**config.mk**
```make
export PLATFORM = sky130hd
export DESIGN_NAME = apu_voice_mixer
export DESIGN_NICKNAME = d
export VERILOG_FILES = /design/src/rtl/apu_voice_mixer.sv
export SDC_FILE = /design/constraint.sdc
export NUM_CORES = 1
export LEC_CHECK = 0
export CAP_MARGIN = 40
export CORE_UTILIZATION = 50
export DETAILED_ROUTE_END_ITERATION = 8
export PLACE_DENSITY = 0.69
export SETUP_SLACK_MARGIN = 0.2
export SLEW_MARGIN = 20
export SYNTH_ARGS = -nofsm -noshare
export SYNTH_HDL_FRONTEND = slang
export SYNTH_SLANG_ARGS = --single-unit
```
**constraint.sdc**
```tcl
create_clock -name clk -period 5.74 [get_ports clk]
set_input_delay 0.574 -clock clk [delete_from_list [all_inputs] [get_ports clk]]
set_output_delay 0.574 -clock clk [all_outputs]
set_load 0.01 [all_outputs]
```
**src/rtl/apu_voice_mixer.sv**
```systemverilog
// Multi-channel voice mixer: per-channel ADSR-style gain envelopes
// feeding a serial multiply-accumulate with a valid/ready output.
module apu_voice_mixer #(
    parameter int NUM_CHAN = 4,
    parameter int SAMP_W   = 8,
    parameter int VOL_W    = 4,
    parameter int OUT_W    = 16
) (
    input  logic                         clk,
    input  logic                         reset,
    input  logic [NUM_CHAN*SAMP_W-1:0]   samp_in,
    input  logic [NUM_CHAN-1:0]          gate,
    input  logic [NUM_CHAN-1:0]          mute,
    input  logic                         sample_tick,
    input  logic                         env_tick,
    input  logic                         samp_ready,
    output logic [OUT_W-1:0]             samp_out,
    output logic                         samp_valid,
    output logic                         busy,
    output logic                         overrun,
    output logic [NUM_CHAN*VOL_W-1:0]    gain_dbg
);

    localparam int CNT_W = $clog2(NUM_CHAN);
    localparam int ACC_W = SAMP_W + VOL_W + CNT_W;
    localparam int SHIFT = OUT_W - ACC_W;

    localparam logic [VOL_W-1:0] GMAX = '1;
    localparam logic [CNT_W-1:0] LAST = CNT_W'(NUM_CHAN - 1);

    typedef enum logic [1:0] {
        ENV_IDLE,
        ENV_ATTACK,
        ENV_SUSTAIN,
        ENV_RELEASE
    } env_t;

    typedef enum logic [1:0] {
        MIX_IDLE,
        MIX_ACCUM,
        MIX_OUTPUT
    } mix_t;

    env_t             r_env     [NUM_CHAN];
    env_t             w_env_nx  [NUM_CHAN];
    logic [VOL_W-1:0] r_gain    [NUM_CHAN];
    logic [VOL_W-1:0] w_gain_nx [NUM_CHAN];

    logic [NUM_CHAN-1:0] r_gate_q;
    logic [NUM_CHAN-1:0] w_rise;

    assign w_rise = gate & ~r_gate_q;

    always_ff @(posedge clk) begin
        if (reset) begin
            r_gate_q <= '0;
            for (int k = 0; k < NUM_CHAN; k++) begin
                r_env[k]  <= ENV_IDLE;
                r_gain[k] <= '0;
            end
        end else begin
            r_gate_q <= gate;
            for (int k = 0; k < NUM_CHAN; k++) begin
                r_env[k]  <= w_env_nx[k];
                r_gain[k] <= w_gain_nx[k];
            end
        end
    end

    // Gate transitions resolve first; the envelope step then uses the new state.
    always_comb begin
        for (int k = 0; k < NUM_CHAN; k++) begin
            w_env_nx[k]  = r_env[k];
            w_gain_nx[k] = r_gain[k];

            if (w_rise[k]) begin
                w_env_nx[k] = ENV_ATTACK;
            end else if (!gate[k] &&
                         (r_env[k] == ENV_ATTACK ||
                          r_env[k] == ENV_SUSTAIN)) begin
                w_env_nx[k] = ENV_RELEASE;
            end

            if (env_tick) begin
                if (w_env_nx[k] == ENV_ATTACK) begin
                    if (r_gain[k] != GMAX) begin
                        w_gain_nx[k] = r_gain[k] + 1'b1;
                    end
                    if (w_gain_nx[k] == GMAX) begin
                        w_env_nx[k] = ENV_SUSTAIN;
                    end
                end else if (w_env_nx[k] == ENV_RELEASE &&
                             r_gain[k] != '0) begin
                    w_gain_nx[k] = r_gain[k] - 1'b1;
                end
            end

            if (w_env_nx[k] == ENV_RELEASE && w_gain_nx[k] == '0) begin
                w_env_nx[k] = ENV_IDLE;
            end
        end
    end

    genvar gk;
    generate
        for (gk = 0; gk < NUM_CHAN; gk++) begin : g_dbg
            assign gain_dbg[gk*VOL_W +: VOL_W] = r_gain[gk];
        end
    endgenerate

    mix_t r_mix;
    mix_t w_mix_nx;

    logic [CNT_W-1:0]    r_cnt;
    logic [ACC_W-1:0]    r_acc;
    logic [ACC_W-1:0]    w_prod;
    logic [ACC_W-1:0]    w_term;
    logic [ACC_W-1:0]    w_sum;
    logic [SAMP_W-1:0]   r_samp  [NUM_CHAN];
    logic [VOL_W-1:0]    r_gsnap [NUM_CHAN];
    logic [NUM_CHAN-1:0] r_mute;
    logic [OUT_W-1:0]    r_out;
    logic                r_ovr;

    always_ff @(posedge clk) begin
        if (reset) begin
            r_mix <= MIX_IDLE;
        end else begin
            r_mix <= w_mix_nx;
        end
    end

    always_comb begin
        w_mix_nx   = r_mix;
        samp_valid = 1'b0;
        busy       = 1'b1;
        unique case (r_mix)
            MIX_IDLE: begin
                busy = 1'b0;
                if (sample_tick) begin
                    w_mix_nx = MIX_ACCUM;
                end
            end
            MIX_ACCUM: begin
                if (r_cnt == LAST) begin
                    w_mix_nx = MIX_OUTPUT;
                end
            end
            MIX_OUTPUT: begin
                samp_valid = 1'b1;
                if (samp_ready) begin
                    w_mix_nx = MIX_IDLE;
                end
            end
            default: begin
                w_mix_nx = MIX_IDLE;
            end
        endcase
    end

    assign w_prod = ACC_W'(r_samp[r_cnt]) * ACC_W'(r_gsnap[r_cnt]);
    assign w_term = r_mute[r_cnt] ? '0 : w_prod;
    assign w_sum  = r_acc + w_term;

    // One channel per ACCUM cycle; result is left-aligned into samp_out.
    always_ff @(posedge clk) begin
        if (reset) begin
            r_cnt  <= '0;
            r_acc  <= '0;
            r_out  <= '0;
            r_ovr  <= 1'b0;
            r_mute <= '0;
            for (int k = 0; k < NUM_CHAN; k++) begin
                r_samp[k]  <= '0;
                r_gsnap[k] <= '0;
            end
        end else begin
            if (sample_tick && r_mix != MIX_IDLE) begin
                r_ovr <= 1'b1;
            end
            if (r_mix == MIX_IDLE && sample_tick) begin
                r_acc  <= '0;
                r_cnt  <= '0;
                r_mute <= mute;
                for (int k = 0; k < NUM_CHAN; k++) begin
                    r_samp[k]  <= samp_in[k*SAMP_W +: SAMP_W];
                    r_gsnap[k] <= r_gain[k];
                end
            end else if (r_mix == MIX_ACCUM) begin
                r_acc <= w_sum;
                r_cnt <= r_cnt + 1'b1;
                if (r_cnt == LAST) begin
                    r_out <= OUT_W'(w_sum) << SHIFT;
                end
            end
        end
    end

    assign samp_out = r_out;
    assign overrun  = r_ovr;

endmodule

```
==> run metrics <==
reg2reg path depth 18; vias in the first global route 6205; Tot Pwr 2.59 mW; Final Util 61.5%; post-CTS sizing 0; clock tree sinks 115; Ports 80; GPL Wtd Cong 0.882; Cell Count, Final, Fillers Out 1073; Worst Hold Depth 2; Warnings, synthesis 0; post-route DRC violation count 0; 1st-iter DRT viols 510; Leak 3.43 nW; Clock Tree Buf Depth 2; clock transition at the registers of the reported paths 60 ps; Setup TNS 0 ps; Critical Path RT 6090 ps; Initial Util 51.4%; Filler cells 1219; pre-CTS setup slack 314 ps; Vias 6286; diodes inserted 0; clk_skew 9.25 ps; register area share after synthesis 37.1%; Netlist cell types 85; prevailing post-synth register cell dfxtp_1; status finished clean; Area growth, synth to finish 19.6%; Syn Inst Count 822; Post-Place Cells 1041; syn_area_per_cell 9.13 sq um; setup slack after layout 519 ps; IO Port Bufs 77; Seq cells post-synth 115; Slew Limit Headroom 45.0%; area of the multi-input gates 0.00430 sq mm; first-pass GRT wire length 29.6 mm; crit path DAT 5580 ps; RSZ-0062 raised after global routing false; Core Region 0.0146 sq mm; CTS tree built; final slew viol count 0; Crit Path Class flip-flop to flip-flop; Die Ht 125 microns; worst vdd ir 0.000210 V; largest net degree at the start of global routing 58; Num CTS Buffers 17; # Max-Cap Violations 0; layout cell share with drive strength beyond 1 9.11%; min-delay worst type flip-flop to flip-flop; Die X 125 microns; setup bufs post-CTS 0; PwrDens 289 mW/mm^2; CP Launch Type flip-flop; CP endpoint kind flip-flop; Final min period 5220 ps; period utilization 91.0%; drt wl/cell 16.6 microns; antenna violation net count after detailed routing 0; final hold violations 0; drt pass-1 iters 5; clk root buf clkbuf_16; Setup-failing EPs final 0; gr usage total 23.6%; fmax 192 MHz; Post-Route WL 17.8 mm; initial antenna violation count 0; Clock Latency Late Sink 420 ps; CP max FO 9; sequential standard cell area 0.00278 sq mm; area of the mapped netlist 0.00751 sq mm; Post-synth EDFFs 48; Total Nets Final 971; die area 0.0155 sq mm; CTS HTree Levels 4; Slew @ Worst Pin 825 ps; via density per instance 5.86; Rows 44; async set-reset flop share out of synthesis 0%; hold_buf cts 0; DP HPWL 12.8 mm; GR Overflow Total 0
## layout make-up
cell class | instances | area share [%]
Clock buffer | 17 | 4.74
Timing Repair Buffer | 84 | 9.11
Tap cell | 184 | 2.56
Inverter | 54 | 2.26
Sequential cell | 115 | 31.0
Multi-Input combinational cell | 604 | 47.9
Clock inverter | 15 | 2.37
## routing by layer
metal / share of wire, % / global-route usage, %
met1: 43 / 28.1
met2: 51 / 40.9
met3: 3.7 / 4.85
met4: 2.1 / 9.99
met5: 0 / 0
## sequential cells by signal, summed over array words and instances (netlist names), named ones only
register / cells
r_cnt: 2
overrun: 1
r_env: 8
r_samp: 32
r_gate_q: 4
samp_out: 14
r_gain: 16
r_mute: 4
r_mix: 2
r_acc: 14
r_gsnap: 16
## power by group
part / switching (mW) / leakage, nW / internal, mW
clock: 0.387 / 0.304 / 0.765
sequential: 0.0523 / 1.07 / 0.905
combinational: 0.271 / 2.06 / 0.214
## worst paths after layout
path | from | endpoint | slack, ps
setup / recovery | flip-flop | r_acc[12] | 520
hold / removal | samp_out[4] | samp_out[4] | 450
setup reg to reg | flip-flop | r_acc[12] | 520
hold reg to reg | samp_out[4] | samp_out[4] | 450
## worst max-delay path, stage by stage (launching register included)
cell and delay [ps]:
dfxtp_1 320, buf_4 220, mux4_2 580, and2_1 210
fa_1 530, inv_1 50, fa_1 530, inv_1 40
ha_1 250, or4_1 530, o21ai_1 190, o31ai_1 120
xnor2_1 140, nor2_1 80, ha_1 450, nand2_1 130
o311a_1 330, or3_1 310, a21oi_1 130
## per-stage QoR
stage	hold WS, ps	instance area [sq um]
5_1_grt	485	8980
3_5_place_dp	446	8320
3_3_place_gp	446	8310
2_1_floorplan	436	7510
4_1_cts	453	8950
6_report	451	8980
## cells in the final DEF, fill, tap and decap left out, types with 5 or more instances in the layout
cell,count
nand2b_1,10
o32ai_1,6
inv_1,49
a21oi_1,42
buf_4,7
xnor2_1,14
o21a_1,7
nand2_1,79
clkdlybuf4s50_1,76
clkbuf_16,17
mux4_2,13
and2_1,65
nor3_1,41
dfxtp_1,66
a31oi_1,6
o211ai_1,8
a211oi_1,17
a32o_1,5
inv_2,5
bufinv_16,5
nand3_1,22
edfxtp_1,48
mux2i_1,7
nor2_1,59
o21ai_0,26
ha_1,37
nor4_1,6
fa_1,13
o31ai_1,5
nor2b_1,9
a22o_1,6
o21ai_1,10
## cells by family (layout without fill, tap and decap cells)
group	count (synthesis)	count (layout)	synth area share, %
multiplexers	23	23	5.33
AND/OR/NAND/NOR	327	327	22.4
buffers and inverters	104	170	5.93
AO/OA/AOI/OAI	185	185	17.6
XOR/XNOR	17	17	1.98
adder cells (fa/ha/maj)	50	50	9.63
flip-flops	115	115	37.1
other	1	2	0.0500
## synthesized netlist by cell type, types with 4 or more instances
cell      instances  area share, %
o21bai_1          4           0.40
a21oi_1          44            2.9
and2_1           65            5.4
ha_1             37            6.2
o211ai_1          8           0.80
buf_1             4           0.20
o32ai_1           6           0.70
a31oi_1           6           0.50
dfxtp_1          67             18
nand2_1          79            4.0
xnor2_1          14            1.6
inv_2             5           0.25
nand3b_1          4           0.40
nor2b_1           9           0.75
mux4_2           13            3.9
nand4_1           4           0.33
inv_1            49            2.5
nor3_1           42            2.8
o31ai_1           5           0.50
nor2_1           60            3.0
o21a_1            7           0.70
mux2i_1           7           0.93
buf_2            14           0.93
fa_1             13            3.5
a32o_1            5           0.67
o21ai_1          10           0.67
nor4_1            6           0.50
edfxtp_1         48             19
nand3_1          22            1.5
nand2b_1         10           0.83
clkbuf_1         24            1.2
a211oi_1         17            1.7
a22o_1            6           0.70
or3_1             4           0.33
buf_4             6           0.60
o21ai_0          26            1.7
Power figures use the tool's default switching activity.
